==> src/rtl/conv2d3x3_bn_relu6_q4_param.sv <==
// 3x3 convolution engine with batchnorm and ReLU6 requantisation to 4 bits.
// Walks filter -> output row -> output col -> channel -> ky -> kx, issuing one
// activation/weight read per tap cycle. Each product is accumulated the cycle
// after its address goes out. Finished pixels are packed eight nibbles per
// 32-bit word, most significant slot first.
module conv2d3x3_bn_relu6_q4_param #(
    parameter int IN_W   = 8,
    parameter int IN_H   = 8,
    parameter int IN_CH  = 64,
    parameter int OUT_CH = 128,
    parameter int PAD    = 1
) (
    input  logic        clk,
    input  logic        resetn,
    input  logic        start,
    output logic        busy,
    output logic        done,
    output logic        in_rd,
    output logic [31:0] in_addr,
    input  logic [3:0]  in_data,
    output logic [31:0] w_addr,
    input  logic [7:0]  w_data,
    output logic [15:0] p_addr,
    input  logic [31:0] p_data,
    output logic        out_we,
    output logic [31:0] out_addr,
    output logic [31:0] out_wdata
);

    localparam int OUT_W = (PAD != 0) ? IN_W : IN_W - 2;
    localparam int OUT_H = (PAD != 0) ? IN_H : IN_H - 2;

    // S_ARM is a one-cycle launch slot between the start handshake and the
    // first parameter fetch; S_DONE is the closing cycle before the done pulse.
    typedef enum logic [2:0] {
        S_IDLE, S_ARM, S_PARAM0, S_PARAM1, S_MAC, S_DRAIN, S_POST, S_DONE
    } state_t;

    state_t             state_reg;
    logic [31:0]        f_reg, r_reg, c_reg;
    logic [31:0]        ch_reg, ky_reg, kx_reg;
    logic signed [31:0] acc_reg;
    logic               rd_d_reg;
    logic signed [7:0]  bias_reg, scale_reg;
    logic signed [15:0] shift_reg;
    logic [31:0]        pack_reg;
    logic [31:0]        n_reg;
    logic               we_reg;

    logic [31:0]        ch_next, ky_next, kx_next, r_next, c_next;
    logic [31:0]        iss_ch, iss_ky, iss_kx, iss_r, iss_c;
    logic [32:0]        iss_act;
    logic [31:0]        iss_w;
    logic               tap_last, pix_last, filt_last;

    logic signed [12:0] prod;
    logic signed [31:0] acc_sum, pre_t, pre_b;
    logic signed [7:0]  t_val, b_val;
    logic [7:0]         b_off;
    logic [3:0]         q_val;
    logic [31:0]        pack_next;

    // Clamp a signed 32-bit value into the signed 8-bit range.
    function automatic logic signed [7:0] sat8(input logic signed [31:0] v);
        if (v > 32'sd127)
            sat8 = 8'sd127;
        else if (v < -32'sd128)
            sat8 = -8'sd128;
        else
            sat8 = 8'(v);
    endfunction

    // Activation index for a tap; bit 32 flags an in-bounds position.
    function automatic logic [32:0] act_index(input logic [31:0] ch, input logic [31:0] ky,
                                              input logic [31:0] kx, input logic [31:0] r,
                                              input logic [31:0] c);
        int y;
        int x;
        y = int'(r) + int'(ky) - PAD;
        x = int'(c) + int'(kx) - PAD;
        if (y < 0 || y >= IN_H || x < 0 || x >= IN_W)
            act_index = 33'd0;
        else
            act_index = {1'b1, ch * 32'(IN_H * IN_W) + 32'(y * IN_W + x)};
    endfunction

    // Weight index for a tap of filter f.
    function automatic logic [31:0] w_index(input logic [31:0] f, input logic [31:0] ch,
                                            input logic [31:0] ky, input logic [31:0] kx);
        w_index = f * 32'(IN_CH * 9) + ch * 32'd9 + ky * 32'd3 + kx;
    endfunction

    // Next tap within the pixel and next pixel within the filter.
    always_comb begin
        kx_next = kx_reg + 32'd1;
        ky_next = ky_reg;
        ch_next = ch_reg;
        if (kx_reg == 32'd2) begin
            kx_next = 32'd0;
            ky_next = ky_reg + 32'd1;
            if (ky_reg == 32'd2) begin
                ky_next = 32'd0;
                ch_next = ch_reg + 32'd1;
            end
        end
        c_next = c_reg + 32'd1;
        r_next = r_reg;
        if (c_reg == 32'(OUT_W - 1)) begin
            c_next = 32'd0;
            r_next = r_reg + 32'd1;
        end
        tap_last  = (ch_reg == 32'(IN_CH - 1)) && (ky_reg == 32'd2) && (kx_reg == 32'd2);
        pix_last  = (r_reg == 32'(OUT_H - 1)) && (c_reg == 32'(OUT_W - 1));
        filt_last = (f_reg == 32'(OUT_CH - 1));
    end

    // Select which tap gets its addresses registered at the coming edge.
    always_comb begin
        iss_ch = 32'd0;
        iss_ky = 32'd0;
        iss_kx = 32'd0;
        iss_r  = r_reg;
        iss_c  = c_reg;
        if (state_reg == S_MAC) begin
            iss_ch = ch_next;
            iss_ky = ky_next;
            iss_kx = kx_next;
        end else if (state_reg == S_POST) begin
            iss_r = r_next;
            iss_c = c_next;
        end
        iss_act = act_index(iss_ch, iss_ky, iss_kx, iss_r, iss_c);
        iss_w   = w_index(f_reg, iss_ch, iss_ky, iss_kx);
    end

    // Accumulate the returning tap and requantise the finished sum.
    always_comb begin
        prod    = $signed({1'b0, in_data}) * $signed(w_data);
        acc_sum = acc_reg + (rd_d_reg ? 32'(prod) : 32'sd0);
        pre_t   = acc_sum + 32'(bias_reg);
        t_val   = sat8(pre_t >>> 4);
        pre_b   = 32'(t_val) * 32'(scale_reg) + 32'(shift_reg);
        b_val   = sat8(pre_b >>> 6);
        b_off   = {~b_val[7], b_val[6:0]};
        q_val   = (b_off >= 8'd126) ? 4'd6 : 4'(b_off / 8'd21);
    end

    // Drop the new nibble into its slot, MSB-first.
    generate
        for (genvar gi = 0; gi < 8; gi++) begin : g_slot
            assign pack_next[31-4*gi -: 4] = (n_reg[2:0] == 3'(gi)) ? q_val
                                                                    : pack_reg[31-4*gi -: 4];
        end
    endgenerate

    // A write never escapes while reset is being applied.
    assign out_we = we_reg & ~resetn;

    // Control FSM, address generation, accumulator and output packing.
    always_ff @(posedge clk) begin
        if (resetn) begin
            state_reg <= S_IDLE;
            busy      <= 1'b0;
            done      <= 1'b0;
            in_rd     <= 1'b0;
            in_addr   <= 32'd0;
            w_addr    <= 32'd0;
            p_addr    <= 16'd0;
            out_addr  <= 32'd0;
            out_wdata <= 32'd0;
            we_reg    <= 1'b0;
            f_reg     <= 32'd0;
            r_reg     <= 32'd0;
            c_reg     <= 32'd0;
            ch_reg    <= 32'd0;
            ky_reg    <= 32'd0;
            kx_reg    <= 32'd0;
            acc_reg   <= 32'sd0;
            rd_d_reg  <= 1'b0;
            bias_reg  <= 8'sd0;
            scale_reg <= 8'sd0;
            shift_reg <= 16'sd0;
            pack_reg  <= 32'd0;
            n_reg     <= 32'd0;
        end else begin
            done     <= 1'b0;
            we_reg   <= 1'b0;
            rd_d_reg <= in_rd;
            case (state_reg)
                S_IDLE: begin
                    if (start) begin
                        busy      <= 1'b1;
                        state_reg <= S_ARM;
                    end
                end
                S_ARM: begin
                    f_reg     <= 32'd0;
                    r_reg     <= 32'd0;
                    c_reg     <= 32'd0;
                    n_reg     <= 32'd0;
                    pack_reg  <= 32'd0;
                    acc_reg   <= 32'sd0;
                    p_addr    <= 16'd0;
                    state_reg <= S_PARAM0;
                end
                S_PARAM0: begin
                    state_reg <= S_PARAM1;
                end
                S_PARAM1: begin
                    bias_reg  <= p_data[31:24];
                    scale_reg <= p_data[23:16];
                    shift_reg <= p_data[15:0];
                    ch_reg    <= 32'd0;
                    ky_reg    <= 32'd0;
                    kx_reg    <= 32'd0;
                    in_rd     <= iss_act[32];
                    in_addr   <= iss_act[31:0];
                    w_addr    <= iss_w;
                    acc_reg   <= 32'sd0;
                    state_reg <= S_MAC;
                end
                S_MAC: begin
                    acc_reg <= acc_sum;
                    if (tap_last) begin
                        in_rd     <= 1'b0;
                        state_reg <= S_DRAIN;
                    end else begin
                        ch_reg  <= ch_next;
                        ky_reg  <= ky_next;
                        kx_reg  <= kx_next;
                        in_rd   <= iss_act[32];
                        in_addr <= iss_act[31:0];
                        w_addr  <= iss_w;
                    end
                end
                S_DRAIN: begin
                    acc_reg <= 32'sd0;
                    n_reg   <= n_reg + 32'd1;
                    if (n_reg[2:0] == 3'd7 || (filt_last && pix_last)) begin
                        we_reg    <= 1'b1;
                        out_addr  <= n_reg >> 3;
                        out_wdata <= pack_next;
                        pack_reg  <= 32'd0;
                    end else begin
                        pack_reg <= pack_next;
                    end
                    state_reg <= S_POST;
                end
                S_POST: begin
                    if (pix_last) begin
                        if (filt_last) begin
                            state_reg <= S_DONE;
                        end else begin
                            f_reg     <= f_reg + 32'd1;
                            r_reg     <= 32'd0;
                            c_reg     <= 32'd0;
                            p_addr    <= 16'(f_reg + 32'd1);
                            state_reg <= S_PARAM0;
                        end
                    end else begin
                        r_reg     <= r_next;
                        c_reg     <= c_next;
                        ch_reg    <= 32'd0;
                        ky_reg    <= 32'd0;
                        kx_reg    <= 32'd0;
                        in_rd     <= iss_act[32];
                        in_addr   <= iss_act[31:0];
                        w_addr    <= iss_w;
                        state_reg <= S_MAC;
                    end
                end
                S_DONE: begin
                    busy      <= 1'b0;
                    done      <= 1'b1;
                    state_reg <= S_IDLE;
                end
                default: state_reg <= S_IDLE;
            endcase
        end
    end

endmodule

==> config.mk <==
export PLATFORM = sky130hd
export DESIGN_NAME = conv2d3x3_bn_relu6_q4_param
export DESIGN_NICKNAME = d
export VERILOG_FILES = /design/src/rtl/conv2d3x3_bn_relu6_q4_param.sv
export SDC_FILE = /design/constraint.sdc
export NUM_CORES = 2
export LEC_CHECK = 0
export CORE_UTILIZATION = 55
export CTS_BUF_LIST = sky130_fd_sc_hd__clkbuf_4 sky130_fd_sc_hd__clkbuf_8
export CTS_CLUSTER_DIAMETER = 50
export DETAILED_ROUTE_END_ITERATION = 10
export GPL_TIMING_DRIVEN = 0
export HOLD_SLACK_MARGIN = 0.06
export PLACE_DENSITY = 0.74
export SLEW_MARGIN = 40
export SYNTH_ARGS = -nofsm -noshare
export SYNTH_HDL_FRONTEND = slang
export SYNTH_SLANG_ARGS = --single-unit
==> constraint.sdc <==
create_clock -name clk -period 47.8 [get_ports clk]
set_clock_uncertainty 0.15 [all_clocks]
set_input_delay 4.78 -clock clk [delete_from_list [all_inputs] [get_ports clk]]
set_output_delay 4.78 -clock clk [all_outputs]
set_load 0.01 [all_outputs]
==> impl_metrics.ini <==
[status]
status = finished with violations
violations = DRC

[routing]
dr.pass1.iters = 11
antenna_left = 0
drtIter0Drc = 3337
vias = 37800
drc = 16
wire_per_inst_microns = 19.5
via_per_inst = 5.86
drt_wl_total_mm = 126

[clock_tree]
clock_sinks = 453
clock_latency_ns = 0.74
cts_hold_buf = 0
cts_setup_buffers = 0
cts-root-buf = clkbuf_8
cts_tree = yes
cts.htree.levels = 3
numCtsBuffers = 88
cts_buffer_depth = 3
cts_resized = 0
clk_pin_slew_ns = 0.06

[flow_run]
cap_violations = 0

[sta]
timing.fmax_mhz = 42.0
finalSetupViolCount = 0
setup_tns_ns = 0
tightestPinTransition_ns = 0.924
min_period_ns = 23.79
report.final.slew_viol_count = 0
hold_viol = 0
slew_headroom = 0.378
rsz0062_at_grt = false
min_period_over_period = 0.498

[setup_path]
startpoint = in_data[3]
reg2reg_depth = 74
worstSetupStartpointType = input pin
r2r_start = rd_d_reg
path_class = in2reg
regToRegEndpoint = pack_reg[16]
required_ns = 48.22
r2r_slack_ns = 29.59
worstPathMaxFanout = 10
cp.arrival_ns = 24.21
max_stage_delay_ns = 0.58
worst_path_most_repeated_cell = a21oi_1
critical_path.slowest_cell = o2bb2ai_2
crit_path_end = pack_reg[16]
endpoint_kind = flop

[floorplan]
num_rows = 99
die_h_microns = 274
die_x_microns = 274
start_util = 0.557
num_io_pins = 195
die-area_sq_um = 75200
core_sq_um = 73200

[worst_hold_path]
hold_path_depth = 2
hold_start = out_wdata[19]
min_path_type = reg2reg

[placement]
portBuffers = 191
dpl.hpwl_mm = 100
routabilityCongestion = 1.02
dp_cells = 6294

[yosys]
synth_seq_cells = 453
ys.flop_type = dfxtp_1
synth.distinct_cells = 110
yosysWarnings = 0
yosysTopAreaCellShare = 0.222
syn_area_sq_um = 40800
syn_avg_cell_area_sq_um = 7.93
yosys-top-cells-area = dfxtp_1, ha_1, fa_1, a21oi_1, nand2_1
ys_async_sr_fraction = 0
synth_edf_count = 0
synthCells = 5142
yosysTopAreaCell = dfxtp_1
ys_seq_area_frac = 0.222

[global_routing]
first_global_vias = 35000
grt-ovfl-total = 0
grt_usage = 0.328
antenna_found_initial = 8
grt_pass1_wl_mm = 193
grt_max_degree = 29

[pwr]
power_leakage_nw = 20.3
total_power_mw = 0.987
powerDensity_nw_per_um2 = 21.4
irDropWorstVdd_mv = 0.0211

[cells_and_area]
layout-drive-gt1-share = 0.0586
area.growth.synth_to_final_pct = 13.1
nets = 6112
instances_no_fill = 6457
-- where the power goes --
group          internal, mW  switching (mW)
clock                 0.271           0.193
combinational        0.0500          0.0934
sequential            0.379        0.000957
-- worst min path at each step --
| stage | end | slack [ns] |
|---|---|---|
| final | out_wdata[19] | 0.30 |
| after global routing | out_wdata[19] | 0.31 |
| after CTS | out_wdata[19] | 0.30 |
| after detailed placement | out_wdata[19] | 0.30 |
| after global placement | out_wdata[25] | 0.29 |
| after floorplan | pack_reg[3] | 0.28 |
-- layer usage --
layer  GRT usage  vias to the layer above  wire length, microns
li1            -                    18100                     -
met1       0.432                    18000                 53600
met2       0.516                     1406                 55900
met3      0.0590                      300                  9820
met4       0.165                        4                  6820
met5           0                        -                    28
-- cells in the final DEF (no fill, tap or decap), types with 15 or more instances in the layout --
| cell type | n |
|---|---|
| nand4_1 | 62 |
| or2_2 | 24 |
| a21oi_1 | 499 |
| o211ai_1 | 23 |
| nand2_1 | 553 |
| nand2b_1 | 33 |
| fa_1 | 234 |
| clkbuf_1 | 161 |
| nor2b_1 | 38 |
| a21boi_0 | 24 |
| a21o_1 | 54 |
| and3_1 | 79 |
| o21bai_1 | 32 |
| and4_1 | 16 |
| clkbuf_8 | 121 |
| a31oi_1 | 18 |
| buf_4 | 19 |
| clkbuf_2 | 15 |
| nand3_1 | 132 |
| xnor2_1 | 209 |
| or3_1 | 34 |
| nor4_1 | 41 |
| o21a_1 | 16 |
| clkdlybuf4s50_1 | 191 |
| inv_1 | 521 |
| o21ai_0 | 228 |
| nor2_1 | 485 |
| a22oi_1 | 49 |
| ha_1 | 404 |
| a22o_1 | 33 |
| nor3_1 | 89 |
| xor2_1 | 135 |
| a211oi_1 | 37 |
| buf_2 | 16 |
| dfxtp_1 | 452 |
| and2_1 | 98 |
-- final cells by class --
class                      count  area [sq um]
antenna                        5          12.5
inverter                     523          1960
buffer                       224           996
sequential                   453          9070
clock inverter                22           330
fill                        6524         27100
clock buffer                 134          1760
multi-input combinational   3944         28800
tap                          959          1200
timing repair buffer         193          1930
-- per-stage QoR --
step,setup WS (ns),area (sq um),hold WS (ns),utilization
finish,24.01,46100,0.300,0.630
floorplan,26.56,40800,0.279,-
CTS,24.19,46100,0.300,0.629
detailed placement,23.57,44000,0.295,0.601
global route,22.54,46100,0.315,0.630
global placement,23.56,43900,0.291,0.600
-- synth_stat cells, types with 11 or more instances --
master and instances:
nor2_1 488, xor2_1 135, buf_2 16, or3_1 34
o21ai_0 229, o31ai_1 11, clkbuf_1 174, o211ai_1 23
nand4_1 62, xnor2_1 210, nor3_1 89, and4_1 16
a22oi_1 49, a31oi_1 18, and3b_1 11, nor4_1 43
a22o_1 33, a211oi_1 37, buf_4 19, o21bai_1 32
nand2_1 553, and2_1 99, dfxtp_1 453, a311oi_1 11
fa_1 234, nand3_1 132, and3_1 79, a21boi_0 25
a21o_1 54, or2_2 24, o2111ai_1 14, o21a_1 16
ha_1 404, a21oi_1 504, nor2b_1 38, inv_1 521
nand2b_1 33
-- worst max-delay path: cells and delay by family --
kind                       cells  cell delay (ns)
xor gates and xnor gates       5             1.14
AOI/OAI and AO/OA             33             7.99
muxes                          1             0.14
and+or+nand+nor               14             3.01
buffers and inverters         13             2.13
adders and majority gates     14             5.00
-- kinds of logic after synthesis --
| kind of cell | share of synthesized area |
|---|---|
| other | 0.0000920 |
| AND/OR/NAND/NOR | 0.209 |
| multiplexers | 0.00331 |
| buffers and inverters | 0.0722 |
| flip-flops | 0.222 |
| XOR/XNOR | 0.0756 |
| adder cells (fa/ha/maj) | 0.239 |
| AO/OA/AOI/OAI | 0.178 |
No activity file was read; power rests on OpenSTA's default activity.
